## src/rtl/sdram_port_arbiter_if.sv

```systemverilog
// Bundle of requester-side and controller-side signals around the shared SDRAM port.
// Handshake: rd/wr are held until the one-cycle ac pulse; wait is a stall hint, ac alone completes.
interface sdram_port_arbiter_if #(
    parameter int NREQ   = 3,
    parameter int ADDR_W = 22,
    parameter int DATA_W = 128
);
    logic [NREQ-1:0]        req_rd;
    logic [NREQ-1:0]        req_wr;
    logic [NREQ-1:0]        req_busy;
    logic [NREQ*ADDR_W-1:0] req_addr;
    logic [NREQ*DATA_W-1:0] req_wrdata;
    logic [NREQ-1:0]        req_wait;
    logic [NREQ-1:0]        req_ac;
    logic [DATA_W-1:0]      req_rddata;
    logic [NREQ-1:0]        grant;
    logic                   sdram_rd;
    logic                   sdram_wr;
    logic [ADDR_W-1:0]      sdram_addr;
    logic [DATA_W-1:0]      sdram_wrdata;
    logic                   sdram_wait;
    logic                   sdram_ac;
    logic [DATA_W-1:0]      sdram_rddata;

    // Arbiter view.
    modport slave (
        input  req_rd, req_wr, req_busy, req_addr, req_wrdata,
        input  sdram_wait, sdram_ac, sdram_rddata,
        output req_wait, req_ac, req_rddata, grant,
        output sdram_rd, sdram_wr, sdram_addr, sdram_wrdata
    );

    // Environment view: requesters plus controller.
    modport master (
        output req_rd, req_wr, req_busy, req_addr, req_wrdata,
        output sdram_wait, sdram_ac, sdram_rddata,
        input  req_wait, req_ac, req_rddata, grant,
        input  sdram_rd, sdram_wr, sdram_addr, sdram_wrdata
    );
endinterface

```

## src/rtl/sdram_port_arbiter.sv

```systemverilog
// Shares one SDRAM controller port among NREQ masters: requester 0 (display) has absolute
// priority, engines rotate round-robin, ownership moves only at transaction boundaries.
module sdram_port_arbiter #(
    parameter int NREQ     = 3,
    parameter int ADDR_W   = 22,
    parameter int DATA_W   = 128,
    parameter int MAX_HOLD = 64
) (
    input  logic                 clk,
    input  logic                 reset,
    sdram_port_arbiter_if.slave  bus,
    output logic [1:0]           dbg_state
);
    localparam int IDX_W  = (NREQ > 1) ? $clog2(NREQ) : 1;
    localparam int HOLD_W = $clog2(MAX_HOLD + 1);

    typedef enum logic [1:0] {
        IDLE = 2'd0,
        OWN  = 2'd1,
        GAP  = 2'd2
    } state_t;

    state_t            state_q, state_d;
    logic [NREQ-1:0]   grant_q, grant_d;
    logic [HOLD_W-1:0] hold_q, hold_d, hold_inc;
    logic [IDX_W-1:0]  rr_q, rr_d;

    logic [NREQ-1:0]   want;
    logic [NREQ-1:0]   eng_mask;
    logic [IDX_W-1:0]  winner, idx;
    logic              found;
    logic              any_want, own_want, owner_is_eng, engine_peer;
    logic              boundary, leave;

    assign want         = bus.req_rd | bus.req_wr | bus.req_busy;
    assign eng_mask     = {{(NREQ-1){1'b1}}, 1'b0};
    assign any_want     = |want;
    assign own_want     = |(want & grant_q);
    assign owner_is_eng = |(grant_q & eng_mask);
    assign engine_peer  = |(want & ~grant_q & eng_mask);
    assign boundary     = ~|((bus.req_rd | bus.req_wr) & grant_q);

    // The ac of the current cycle is counted before the hold limit is judged.
    assign hold_inc = (bus.sdram_ac && hold_q != HOLD_W'(MAX_HOLD)) ? hold_q + 1'b1 : hold_q;

    assign leave = boundary && (!own_want ||
                                (owner_is_eng && want[0]) ||
                                (owner_is_eng && hold_inc == HOLD_W'(MAX_HOLD) && engine_peer));

    // Display first, otherwise first wanting engine upward from rr_q, wrapping to 1.
    always_comb begin
        winner = '0;
        found  = 1'b0;
        idx    = rr_q;
        if (want[0]) begin
            found = 1'b1;
        end else begin
            for (int k = 0; k < NREQ - 1; k++) begin
                if (!found && want[idx]) begin
                    found  = 1'b1;
                    winner = idx;
                end
                idx = (idx == IDX_W'(NREQ - 1)) ? IDX_W'(1) : idx + 1'b1;
            end
        end
    end

    always_comb begin
        state_d = state_q;
        grant_d = grant_q;
        hold_d  = hold_q;
        rr_d    = rr_q;
        case (state_q)
            OWN: begin
                hold_d = hold_inc;
                if (leave) begin
                    state_d = GAP;
                    grant_d = '0;
                end
            end
            default: begin
                if (any_want) begin
                    state_d = OWN;
                    grant_d = NREQ'(1) << winner;
                    hold_d  = '0;
                    if (winner != '0)
                        rr_d = (winner == IDX_W'(NREQ - 1)) ? IDX_W'(1) : winner + 1'b1;
                end else begin
                    state_d = IDLE;
                    grant_d = '0;
                end
            end
        endcase
    end

    always_ff @(posedge clk) begin
        if (!reset) begin
            state_q <= IDLE;
            grant_q <= '0;
            hold_q  <= '0;
            rr_q    <= IDX_W'(1);
        end else begin
            state_q <= state_d;
            grant_q <= grant_d;
            hold_q  <= hold_d;
            rr_q    <= rr_d;
        end
    end

    // Datapath steered purely by the registered grant; zero grant parks everything.
    always_comb begin
        bus.sdram_addr   = '0;
        bus.sdram_wrdata = '0;
        for (int i = 0; i < NREQ; i++) begin
            if (grant_q[i]) begin
                bus.sdram_addr   = bus.req_addr[i*ADDR_W +: ADDR_W];
                bus.sdram_wrdata = bus.req_wrdata[i*DATA_W +: DATA_W];
            end
        end
    end

    assign bus.sdram_rd   = |(bus.req_rd & grant_q);
    assign bus.sdram_wr   = |(bus.req_wr & grant_q);
    assign bus.req_wait   = ~grant_q | (grant_q & {NREQ{bus.sdram_wait}});
    assign bus.req_ac     = grant_q & {NREQ{bus.sdram_ac}};
    assign bus.req_rddata = bus.sdram_rddata;
    assign bus.grant      = grant_q;
    assign dbg_state      = state_q;
endmodule

```

## src/flat_wrapper.sv

```systemverilog
// flat-port wrapper written by rule: the top's interface ports become plain ports
module sdram_port_arbiter_flat 
#(
    parameter int NREQ     = 3,
    parameter int ADDR_W   = 22,
    parameter int DATA_W   = 128,
    parameter int MAX_HOLD = 64
)
  (clk, reset, dbg_state, bus_req_rd, bus_req_wr, bus_req_busy, bus_req_addr, bus_req_wrdata, bus_sdram_wait, bus_sdram_ac, bus_sdram_rddata, bus_req_wait, bus_req_ac, bus_req_rddata, bus_grant, bus_sdram_rd, bus_sdram_wr, bus_sdram_addr, bus_sdram_wrdata);
  sdram_port_arbiter_if #(.NREQ(NREQ), .ADDR_W(ADDR_W), .DATA_W(DATA_W)) bus_i ();
  input  logic clk;
  input  logic reset;
  output logic [1:0] dbg_state;
  input wire logic [$bits(bus_i.req_rd)-1:0] bus_req_rd;
  input wire logic [$bits(bus_i.req_wr)-1:0] bus_req_wr;
  input wire logic [$bits(bus_i.req_busy)-1:0] bus_req_busy;
  input wire logic [$bits(bus_i.req_addr)-1:0] bus_req_addr;
  input wire logic [$bits(bus_i.req_wrdata)-1:0] bus_req_wrdata;
  input wire logic [$bits(bus_i.sdram_wait)-1:0] bus_sdram_wait;
  input wire logic [$bits(bus_i.sdram_ac)-1:0] bus_sdram_ac;
  input wire logic [$bits(bus_i.sdram_rddata)-1:0] bus_sdram_rddata;
  output wire logic [$bits(bus_i.req_wait)-1:0] bus_req_wait;
  output wire logic [$bits(bus_i.req_ac)-1:0] bus_req_ac;
  output wire logic [$bits(bus_i.req_rddata)-1:0] bus_req_rddata;
  output wire logic [$bits(bus_i.grant)-1:0] bus_grant;
  output wire logic [$bits(bus_i.sdram_rd)-1:0] bus_sdram_rd;
  output wire logic [$bits(bus_i.sdram_wr)-1:0] bus_sdram_wr;
  output wire logic [$bits(bus_i.sdram_addr)-1:0] bus_sdram_addr;
  output wire logic [$bits(bus_i.sdram_wrdata)-1:0] bus_sdram_wrdata;
  assign bus_i.req_rd = bus_req_rd;
  assign bus_i.req_wr = bus_req_wr;
  assign bus_i.req_busy = bus_req_busy;
  assign bus_i.req_addr = bus_req_addr;
  assign bus_i.req_wrdata = bus_req_wrdata;
  assign bus_i.sdram_wait = bus_sdram_wait;
  assign bus_i.sdram_ac = bus_sdram_ac;
  assign bus_i.sdram_rddata = bus_sdram_rddata;
  assign bus_req_wait = bus_i.req_wait;
  assign bus_req_ac = bus_i.req_ac;
  assign bus_req_rddata = bus_i.req_rddata;
  assign bus_grant = bus_i.grant;
  assign bus_sdram_rd = bus_i.sdram_rd;
  assign bus_sdram_wr = bus_i.sdram_wr;
  assign bus_sdram_addr = bus_i.sdram_addr;
  assign bus_sdram_wrdata = bus_i.sdram_wrdata;
  sdram_port_arbiter #(.NREQ(NREQ), .ADDR_W(ADDR_W), .DATA_W(DATA_W), .MAX_HOLD(MAX_HOLD)) u_core (.clk(clk), .reset(reset), .bus(bus_i), .dbg_state(dbg_state));
endmodule
```

## config.mk

```make
export PLATFORM = sky130hd
export DESIGN_NAME = sdram_port_arbiter_flat
export DESIGN_NICKNAME = d
export VERILOG_FILES = /design/src/rtl/sdram_port_arbiter_if.sv /design/src/rtl/sdram_port_arbiter.sv /design/src/flat_wrapper.sv
export SDC_FILE = /design/constraint.sdc
export NUM_CORES = 1
export LEC_CHECK = 0
export CAP_MARGIN = 20
export CORE_AREA = 2 2 346 348
export CTS_CLUSTER_SIZE = 20
export DETAILED_ROUTE_END_ITERATION = 8
export DIE_AREA = 0 0 348 350
export GPL_TIMING_DRIVEN = 0
export PLACE_DENSITY = 0.3
export SLEW_MARGIN = 20
export SYNTH_ARGS = -nofsm -noshare
export SYNTH_HDL_FRONTEND = slang
export SYNTH_SLANG_ARGS = --single-unit
```

## constraint.sdc

```tcl
create_clock -name clk -period 3.65 [get_ports clk]
set_clock_uncertainty 0.15 [all_clocks]
set_input_delay 0.73 -clock clk [delete_from_list [all_inputs] [get_ports clk]]
set_output_delay 0.73 -clock clk [all_outputs]
set_load 0.1 [all_outputs]
```

==> results.ini, run 1 <==
[setup_path]
crit_path_launch_type=input port
arrival_ps=2710
worst_ep_required_time_ps=2770
criticalPathCategory=in2out
end_kind=output pin
worstPathMaxFanout=3

[sta]
max_slew_headroom_at_the_worst_pin_pct=21.0
finalSetupViolCount=0
worst_slack_ps=59.7
finalWorstPathRequiredPeriod_ps=3590
worst_slew_pin_slew_ps=1180
timing.final.max_slew_violations=0
final_hold_viol_count=0
clock.fmax_ghz=0.279
timing.final.crit_share_pct=98.4

[yosys]
ys_seq_area_share_pct=6.03
synthesis.instances=773
postSynth.topFlopCell=dfxtp_1
synth_largest_area_cell=a22oi_1
netlist.area_leader.share_pct=24.5
synth_edf_count=0
mappedNetlistNets=1366
post_synth_instance_area_mm2=0.00465
ys_async_sr_fraction_pct=0
yosys_warnings=0
post_synth.cell_area_avg_um2=6.01
synth_cell_types=40
synth.ff_latch_count=14
synthTopCellsByArea=a22oi_1, buf_4, o21ai_0

[grt]
grt_antenna_before_repair=57
first_pass_grt_wire_length_um=105000
grt_use_total_pct=13.1
globalRouteOverflowTotal=0
grt_use_met3_pct=4.74
grt_use_met2_pct=21.9
gr-usage-met1_pct=16.1
grt_busiest_layer=met2
largest_net_degree_at_the_start_of_global_routing=11
grt_pass1_vias=9763

[floorplan]
floorplan.initialDensity_pct=3.95
design.portCount=882
chipHeight_um=350
die_area_mm2=0.122
die_span_in_x_um=348
std_cell_rows=126
floorplan.core_area_mm2=0.118

[finish]
n_fill_cell=13600
seqCellArea_um2=280
final_common_cell=clkdlybuf4s50_1
area_growth_syn_to_layout_pct=212
drive_gt1_share_pct=31.7
num-nets-final=2126
multiInputGateArea_mm2=0.00366
layout.core_utilization_pct=12.3
post-route-cell-area_mm2=0.0145
leading_cell_types_in_the_layout_fill_and_taps_excluded=clkdlybuf4s50_1, buf_4, nand2_1, a22oi_1, o21ai_2

[pwr]
power.static_leakage_nw=5.26
combinationalPowerShare_pct=90.4
sequential_group_share_of_total_power_pct=4.3
internal_power_mw=1.29
netSwitchingPower_mw=2.64
power.clock.fraction_pct=5.3
proportion_of_total_power_due_to_net_switching_pct=67.1
vdd_drop_max_v=0.000148
p_total_mw=3.93
p_per_area_mw_per_mm2=271

[run_status]
outcome=complete, no violations

[route]
drc=0
drt_first_pass_iters=6
num_vias=9451
drt-total-wl_um=85500
drt-vias-per-instance=3.07
detail-route-antenna-nets=0
post_drt_wl_per_cell_um=27.8
initialDrtViolationCount=606

[clock_tree]
clk-insertion-delay-late_ps=250
clockBufferDepth=2
clock_sinks=14
cts.root.buffer_cell=clkbuf_16
worst_setup_hold_path_clk_slew_ps=50
cts-htree-levels=1
cts-buffers-inserted=3
clock_tree_from_tritoncts=done

[placed_design]
place_ws_ps=-1690
place_area_mm2=0.0146
portBuffers=752
globalplace.congestion=0.895
dp.final_hpwl_um=78700

[run]
drv.max_cap_violation_count=0

[min_path]
worstHoldPathType=reg2reg

-- area by class of cell --
type | instances | share of cell area, %
antenna | 10 | 0.173
sequential | 14 | 1.93
clock buffer | 3 | 0.518
multi-input combinational | 551 | 25.2
buffer | 201 | 9.34
inverter | 7 | 0.181
timing repair buffer | 755 | 49.3
tap | 1536 | 13.3
-- flip-flops by register name, indices dropped and copies added (netlist names) --
signal	flops
u_core.hold_q	7
u_core.rr_q	2
u_core.dbg_state	2
u_core.bus.grant	3
-- what timing repair did --
| item | CTS | global route |
|---|---|---|
| setup buffers | 0 | 1 |
| pin swaps | 0 | 1 |
| endpoints found under the setup margin | 156 | 91 |
| hold buffers | 0 | 0 |
| gates resized for setup | 678 | 100 |
-- cells by family (layout without fill, tap and decap cells) --
group,count (synthesis),after routing,share of synthesized area [%]
and+or+nand+nor,210,210,19.3
AOI/OAI and AO/OA,336,336,45.9
DFF,14,14,6.03
other,0,10,0
adders and majority gates,2,2,0.538
muxes,1,1,0.215
xor gates and xnor gates,2,2,0.377
buffers and inverters,208,966,27.6
-- final timing paths --
| kind | start | end | slack [ps] | cells after the start |
|---|---|---|---|---|
| worst max-delay path | bus_req_wr[2] | bus_sdram_wr | 60 | 4 |
| worst min-delay path | u_core.hold_q[5]$_SDFFE_PN0P_ | u_core.hold_q[5]$_SDFFE_PN0P_ | 400 | 1 |
| worst max register to register | u_core.bus.grant[0]$_SDFFE_PN0P_ | u_core.dbg_state[1]$_SDFFE_PN0P_ | 1180 | 5 |
| worst min register to register | u_core.hold_q[5]$_SDFFE_PN0P_ | u_core.hold_q[5]$_SDFFE_PN0P_ | 400 | 1 |
-- metal layers --
| metal | routed length, um | up-vias | part of all wire, % |
|---|---|---|---|
| li1 | - | 4236 | - |
| met1 | 34800 | 4416 | 41 |
| met5 | 250 | - | 0.29 |
| met3 | 8280 | 98 | 9.7 |
| met2 | 40800 | 659 | 48 |
| met4 | 1420 | 42 | 1.7 |
-- synthesized netlist by cell type (all sizes together) (2+ instances only) --
cell type / n
a21boi: 2
a21oi: 8
a222oi: 2
a22oi: 152
a32oi: 2
and2: 6
and3: 4
and4: 2
buf: 142
clkbuf: 59
dfxtp: 14
ha: 2
inv: 7
nand2: 159
nand2b: 4
nand3: 5
nand4: 4
nor2: 7
nor2b: 7
nor3: 8
nor3b: 2
o21ai: 159
o22ai: 2
o41ai: 2
-- critical path: stages --
cell             delay [ps]
clkdlybuf4s50_1         470
a222oi_1                800
inv_1                    80
dlygate4sd2_1           630
-- power by group through the flow --
stage	Sequential, mW	Clock [mW]	Combinational (mW)
final	0.167	0.210	3.56
after global routing	0.168	0.226	3.68
after CTS	0.167	0.218	3.62
after detailed placement	0.170	0	3.65
after global placement	0.170	0	3.67
after floorplan	0.195	0	2.19
-- through the flow --
| stage | instances | hold slack [ps] | setup TNS (ps) |
|---|---|---|---|
| after floorplan | 773 | 325 | -571 |
| after global placement | 3061 | 378 | -184590 |
| after detailed placement | 3063 | 382 | -154600 |
| after CTS | 3066 | 393 | 0 |
| after global routing | 3073 | 408 | -5.25 |
| final | 3077 | 395 | 0 |
No activity file was read; power rests on OpenSTA's default activity.
==> run 2, diff against run 1 <==
- CORE_AREA: 2 2 346 348 -> 2 2 345 347
- DIE_AREA: 0 0 348 350 -> 0 0 347 349
- DONT_BUFFER_PORTS: unset -> 1
==> results.ini, run 2 (synthesized netlist as in run 1, its figures left out) <==
[run_status]
outcome=finished with violations  ; was complete, no violations
violations=negative setup slack

[finish]
num-nets-final=1375  ; was 2126
final_common_cell=nand2_1  ; was clkdlybuf4s50_1
layout.core_utilization_pct=7.32  ; was 12.3%
instances_no_fill=2336  ; was 3077
largest_register=u_core.hold_q  ; unchanged
post-route-cell-area_mm2=0.00860  ; was 0.0145 mm^2
n_fill_cell=13800  ; was 13600
area_growth_syn_to_layout_pct=85.0  ; was 212%
leading_cell_types_in_the_layout_fill_and_taps_excluded=nand2_1, a22oi_1, o21ai_4, buf_4, clkbuf_2  ; was clkdlybuf4s50_1, buf_4, nand2_1, a22oi_1, o21ai_2
largest_reg_flops=7  ; unchanged
drive_gt1_share_pct=45.3  ; was 31.7%

[sta]
finalSetupViolCount=7  ; was 0
setup_repair_after_global_routing_missed_its_margin=yes
finalWorstPathRequiredPeriod_ps=3730  ; was 3590 ps
hold-worst-slack_ps=397  ; was 395 ps
final_hold_viol_count=0  ; unchanged
clock.fmax_ghz=0.268  ; was 0.279 GHz
timing.final.max_slew_violations=0  ; unchanged
timing.final.crit_share_pct=102  ; was 98.4%
worst_slew_pin_slew_ps=1160  ; was 1180 ps
fin_setup_tns_ps=-408  ; was 0 ps
max_slew_headroom_at_the_worst_pin_pct=22.7  ; was 21.0%
worst_slack_ps=-84.7  ; was 59.7 ps

[clock_tree]
worst_setup_hold_path_clk_slew_ps=60  ; was 50 ps
post_cts.repair.setup_buffers=0  ; unchanged
clock_tree_from_tritoncts=done  ; unchanged
cts.root.buffer_cell=clkbuf_16  ; unchanged
clock_sinks=14  ; unchanged
cts-buffers-inserted=3  ; unchanged
clockBufferDepth=2  ; unchanged
cts_hold_buf=0  ; unchanged
clk-insertion-delay-late_ps=250  ; about the same
cts-htree-levels=1  ; unchanged

[floorplan]
std_cell_rows=126  ; unchanged
design.portCount=882  ; unchanged
die_area_mm2=0.121  ; was 0.122 mm^2
chipHeight_um=349  ; was 350 um
die_span_in_x_um=347  ; was 348 um
floorplan.core_area_mm2=0.117  ; was 0.118 mm^2
floorplan.initialDensity_pct=3.96  ; was 3.95%

[placed_design]
dp.final_hpwl_um=73900  ; was 78700 um
portBuffers=0  ; was 752
place_ws_ps=-1790  ; was -1690 ps
globalplace.congestion=0.987  ; was 0.895
place_area_mm2=0.00808  ; was 0.0146 mm^2
placed_instance_count=2313  ; was 3063

[setup_path]
worstPathMaxFanout=10  ; was 3
r2r_slack_ps=900  ; was 1180 ps
crit_path_end=bus_sdram_wrdata[42]  ; was bus_sdram_wr
crit_path_launch_type=flip-flop  ; was input port
worst_ep_required_time_ps=2770  ; about the same
rr_worst_depth=6  ; was 5
arrival_ps=2850  ; was 2710 ps
worstReg2RegEnd=u_core.bus.grant[1]$_SDFFE_PN0P_  ; was u_core.dbg_state[1]$_SDFFE_PN0P_
end_kind=output pin  ; unchanged
worst_r2r_startpoint=u_core.bus.grant[2]$_SDFFE_PN0P_  ; was u_core.bus.grant[0]$_SDFFE_PN0P_
criticalPathCategory=reg2out  ; was in2out
worst_setup_sp=u_core.bus.grant[1]$_SDFFE_PN0P_  ; was bus_req_wr[2]

[pwr]
p_total_mw=3.21  ; was 3.93 mW
power.static_leakage_nw=2.39  ; was 5.26 nW
p_per_area_mw_per_mm2=373  ; was 271 mW/mm^2
vdd_drop_max_v=0.000134  ; was 0.000148 V

[route]
detail-route-antenna-nets=0  ; unchanged
drc=0  ; unchanged
initialDrtViolationCount=721  ; was 606
drt-vias-per-instance=2.95  ; was 3.07
post_drt_wl_per_cell_um=34.0  ; was 27.8 um
drt_first_pass_iters=7  ; was 6
drt-total-wl_um=79400  ; was 85500 um
num_vias=6883  ; was 9451

[run]
drv.max_cap_violation_count=0  ; unchanged

[grt]
globalRouteOverflowTotal=0  ; unchanged
grt_use_total_pct=12.1  ; was 13.1%
first_pass_grt_wire_length_um=91100  ; was 105000 um
grt_pass1_vias=6502  ; was 9763
largest_net_degree_at_the_start_of_global_routing=11  ; unchanged
grt_antenna_before_repair=43  ; was 57

[min_path]
worstHoldPathType=reg2reg  ; unchanged

==> run 2: cell types whose count changed in the layout (fill, tap and decap cells not counted), moves of 13 or more <==
cell / previous run / this run
buf_4: 191 / 133
o21ai_2: 149 / 10
clkbuf_4: 31 / 6
clkdlybuf4s50_1: 595 / 0
buf_6: 18 / 3
buf_2: 55 / 3
clkbuf_1: 29 / 16
clkbuf_2: 21 / 35
o21ai_4: 1 / 140
==> run 2: critical path, cell delays in order, from the launching register on <==
cell and delay (ps):
dfxtp_4 590, buf_8 260, clkbuf_1 590, a22oi_1 220, o21ai_2 890
==> run 2: final cells by class <==
type | instances | area, um^2 | area share [%]
sequential | 14 | 292 | 3.39
buffer | 201 | 1410 | 16.4
clock buffer | 4 | 88.8 | 1.03
tap | 1536 | 1920 | 22.3
antenna | 19 | 47.5 | 0.553
inverter | 7 | 26.3 | 0.305
multi-input combinational | 551 | 4710 | 54.8
timing repair buffer | 4 | 103 | 1.19
==> run 2: where the power goes <==
group / internal, mW / switching [mW] / total [mW] / leakage [nW]
clock network: 0.167 / 0.0745 / 0.241 / 0.0443
logic: 0.366 / 2.40 / 2.77 / 2.22
registers: 0.158 / 0.0394 / 0.197 / 0.116
total: 0.691 / 2.52 / 3.21 / 2.39
==> run 2: per-layer routing <==
metal / vias to the layer above / global-route usage, % / share of wire, %
li1: 2728 / - / -
met1: 3321 / 14.5 / 39
met2: 679 / 19.5 / 46
met3: 139 / 4.91 / 11
met4: 16 / 4.22 / 3.7
met5: - / 0 / 0.12
==> run 2: what timing repair did <==
| action | 4_1_cts | 5_1_grt |
|---|---|---|
| setup endpoints to repair | 156 | 42 |
| gates resized for setup | 91 | 8 |
| pin swaps | 18 | 7 |
==> run 2: worst min-delay path by stage <==
stage	from	end	slack, ps	cells past startpoint
floorplan	u_core.hold_q[5]$_SDFFE_PN0P_	u_core.hold_q[5]$_SDFFE_PN0P_	320	1
global placement	u_core.hold_q[0]$_SDFFE_PN0P_	u_core.hold_q[0]$_SDFFE_PN0P_	380	2
detailed placement	u_core.hold_q[5]$_SDFFE_PN0P_	u_core.hold_q[5]$_SDFFE_PN0P_	380	1
CTS	u_core.hold_q[0]$_SDFFE_PN0P_	u_core.hold_q[0]$_SDFFE_PN0P_	400	2
global route	u_core.hold_q[0]$_SDFFE_PN0P_	u_core.hold_q[0]$_SDFFE_PN0P_	430	2
finish	u_core.hold_q[5]$_SDFFE_PN0P_	u_core.hold_q[5]$_SDFFE_PN0P_	400	1
==> run 3, diff against run 2 <==
- SLEW_MARGIN: 20 -> unset
==> results.ini, run 3 (synthesized netlist as in run 1, its figures left out) <==
[run_status]
outcome=complete, no violations  ; was finished with violations

[setup_path]
rr_worst_depth=6  ; unchanged
worst_setup_sp=u_core.bus.grant[1]$_SDFFE_PN0P_  ; unchanged
worst_r2r_startpoint=u_core.bus.grant[2]$_SDFFE_PN0P_  ; unchanged
cpPeakStageDelay_ps=890  ; about the same
worstPathMaxFanout=10  ; unchanged
crit_path_end=bus_sdram_wrdata[37]  ; was bus_sdram_wrdata[42]
crit_chain=buf_12 > clkbuf_1 > a22oi_1 > o21ai_2  ; was buf_8 > clkbuf_1 > a22oi_1 > o21ai_2
crit_path_launch_type=flip-flop  ; unchanged
worst-path-buf-inv=2  ; unchanged
end_kind=output pin  ; unchanged
cp_slowest_cell=o21ai_2  ; unchanged
criticalPathCategory=reg2out  ; unchanged
critical-path-top-delay-family=compound AO/OA/AOI/OAI gates  ; unchanged
worst_ep_required_time_ps=2770  ; about the same
arrival_ps=2760  ; was 2850 ps
r2r_slack_ps=820  ; was 900 ps
timing.critical_path.depth=4  ; unchanged
worstReg2RegEnd=u_core.bus.grant[1]$_SDFFE_PN0P_  ; unchanged

[pwr]
combinationalPowerShare_pct=89.1  ; was 86.3%
vdd_drop_max_v=0.000154  ; was 0.000134 V
sequential_group_share_of_total_power_pct=5.1  ; was 6.2%
p_total_mw=3.72  ; was 3.21 mW
power.static_leakage_nw=3.32  ; was 2.39 nW
proportion_of_total_power_due_to_net_switching_pct=69.9  ; was 78.5%
internal_power_mw=1.12  ; was 0.691 mW
netSwitchingPower_mw=2.60  ; was 2.52 mW
p_per_area_mw_per_mm2=354  ; was 373 mW/mm^2
power.clock.fraction_pct=5.8  ; was 7.5%

[sta]
finalWorstPathRequiredPeriod_ps=3640  ; was 3730 ps
final_hold_viol_count=0  ; unchanged
setup_repair_after_global_routing_missed_its_margin=yes  ; unchanged
worst_slew_pin_slew_ps=1170  ; was 1160 ps
timing.final.max_slew_violations=0  ; unchanged
timing.final.crit_share_pct=99.8  ; was 102%
max_slew_headroom_at_the_worst_pin_pct=22.1  ; was 22.7%
clock.fmax_ghz=0.275  ; was 0.268 GHz
finalSetupViolCount=0  ; was 7
worst_slack_ps=8.32  ; was -84.7 ps

[finish]
drive_gt1_share_pct=48.9  ; was 45.3%
post-route-cell-area_mm2=0.0105  ; was 0.00860 mm^2
area_growth_syn_to_layout_pct=126  ; was 85.0%
largest_register=u_core.hold_q  ; unchanged
layout.core_utilization_pct=8.94  ; was 7.32%
largest_reg_flops=7  ; unchanged
final_common_cell=nand2_1  ; unchanged
leading_cell_types_in_the_layout_fill_and_taps_excluded=nand2_1, a22oi_1, buf_4, o21ai_2, buf_16  ; was nand2_1, a22oi_1, o21ai_4, buf_4, clkbuf_2
num-nets-final=1472  ; was 1375

[clock_tree]
worst_setup_hold_path_clk_slew_ps=50  ; was 60 ps
cts-htree-levels=1  ; unchanged
cts.root.buffer_cell=clkbuf_16  ; unchanged
cts-buffers-inserted=3  ; unchanged
cts_hold_buf=0  ; unchanged
clockBufferDepth=2  ; unchanged
post_cts.repair.setup_buffers=0  ; unchanged
clk-insertion-delay-late_ps=250  ; about the same
clock_tree_from_tritoncts=done  ; unchanged
clock_sinks=14  ; unchanged

[route]
wl_met3_um=8420  ; was 8540 um
drt-met1-wl_um=31000  ; was 31200 um
top_layer_used=met5  ; unchanged
num_vias=7426  ; was 6883
drt_first_pass_iters=5  ; was 7
post_drt_wl_per_cell_um=32.5  ; was 34.0 um
initialDrtViolationCount=779  ; was 721
drc=0  ; unchanged
detail-route-antenna-nets=0  ; unchanged
drt-total-wl_um=79200  ; was 79400 um
drt-vias-per-instance=3.04  ; was 2.95
routed-wl-met2_um=36500  ; was 36600 um

[grt]
grt_antenna_before_repair=52  ; was 43
first_pass_grt_wire_length_um=92600  ; was 91100 um
globalRouteOverflowTotal=0  ; unchanged
grt_pass1_vias=6933  ; was 6502
largest_net_degree_at_the_start_of_global_routing=11  ; unchanged
grt_use_total_pct=12.2  ; was 12.1%

[run]
drv.max_cap_violation_count=0  ; unchanged

[placed_design]
place_area_mm2=0.00998  ; was 0.00808 mm^2
globalplace.congestion=0.987  ; unchanged
portBuffers=0  ; unchanged
dp.final_hpwl_um=73500  ; was 73900 um
place_ws_ps=-1760  ; was -1790 ps

[floorplan]
design.portCount=882  ; unchanged
chipHeight_um=349  ; unchanged
std_cell_rows=126  ; unchanged
floorplan.initialDensity_pct=3.96  ; unchanged
die_span_in_x_um=347  ; unchanged
floorplan.core_area_mm2=0.117  ; unchanged
die_area_mm2=0.121  ; unchanged

[min_path]
worstHoldPathType=reg2reg  ; unchanged

## run 3: layout make-up
cell class                      instances  area, um^2
Antenna cell                           26        65.1
Timing Repair Buffer                  102        2720
Clock buffer                            3        75.1
Tap cell                             1536        1920
Multi-Input combinational cell        551        4040
Buffer                                200        1370
Inverter                                7        26.3
Fill cell                           13600      107000
Sequential cell                        14         289
## run 3: power groups by stage
stage               logic [mW]  clock network (mW)  registers (mW)
CTS                       3.35               0.220           0.188
detailed placement        3.30                   0           0.192
finish                    3.31               0.216           0.188
global route              3.39               0.231           0.189
global placement          2.65                   0           0.202
floorplan                 2.19                   0           0.195
## run 3: worst register-to-register path, stage by stage, from the launching register on
cell and delay (ps):
dfxtp_4 450, buf_6 200, a222oi_1 910, and2_1 290
o2111ai_2 130, o31ai_2 410, o21ai_0 150
## run 3: through the flow
| step | hold slack (ps) | std cells | setup TNS [ps] |
|---|---|---|---|
| floorplan | 325 | 773 | -571 |
| global placement | 381 | 2309 | -201230 |
| detailed placement | 383 | 2410 | -159660 |
| CTS | 397 | 2413 | 0 |
| global route | 453 | 2429 | -226 |
| finish | 402 | 2439 | 0 |
## run 3: per-layer routing
metal | vias up | global-route usage (%)
met3 | 154 | 5.04
met5 | - | 0
li1 | 2938 | -
met1 | 3569 | 14.5
met4 | 24 | 4.67
met2 | 741 | 19.3
## run 3: worst min path at each step
| stage | start | endpoint | slack (ps) | cells past startpoint |
|---|---|---|---|---|
| floorplan | u_core.hold_q[5]$_SDFFE_PN0P_ | u_core.hold_q[5]$_SDFFE_PN0P_ | 320 | 1 |
| global placement | u_core.hold_q[0]$_SDFFE_PN0P_ | u_core.hold_q[0]$_SDFFE_PN0P_ | 380 | 2 |
| global route | u_core.hold_q[5]$_SDFFE_PN0P_ | u_core.hold_q[5]$_SDFFE_PN0P_ | 450 | 1 |
| finish | u_core.hold_q[5]$_SDFFE_PN0P_ | u_core.hold_q[5]$_SDFFE_PN0P_ | 400 | 1 |
| CTS | u_core.hold_q[5]$_SDFFE_PN0P_ | u_core.hold_q[5]$_SDFFE_PN0P_ | 400 | 1 |
| detailed placement | u_core.hold_q[5]$_SDFFE_PN0P_ | u_core.hold_q[5]$_SDFFE_PN0P_ | 380 | 1 |
## run 3: what timing repair did
item                                    in CTS  in global routing
cloned                                       0                  0
gates resized for setup                     73                 20
pin swaps                                    7                  5
endpoints found under the setup margin     156                 51
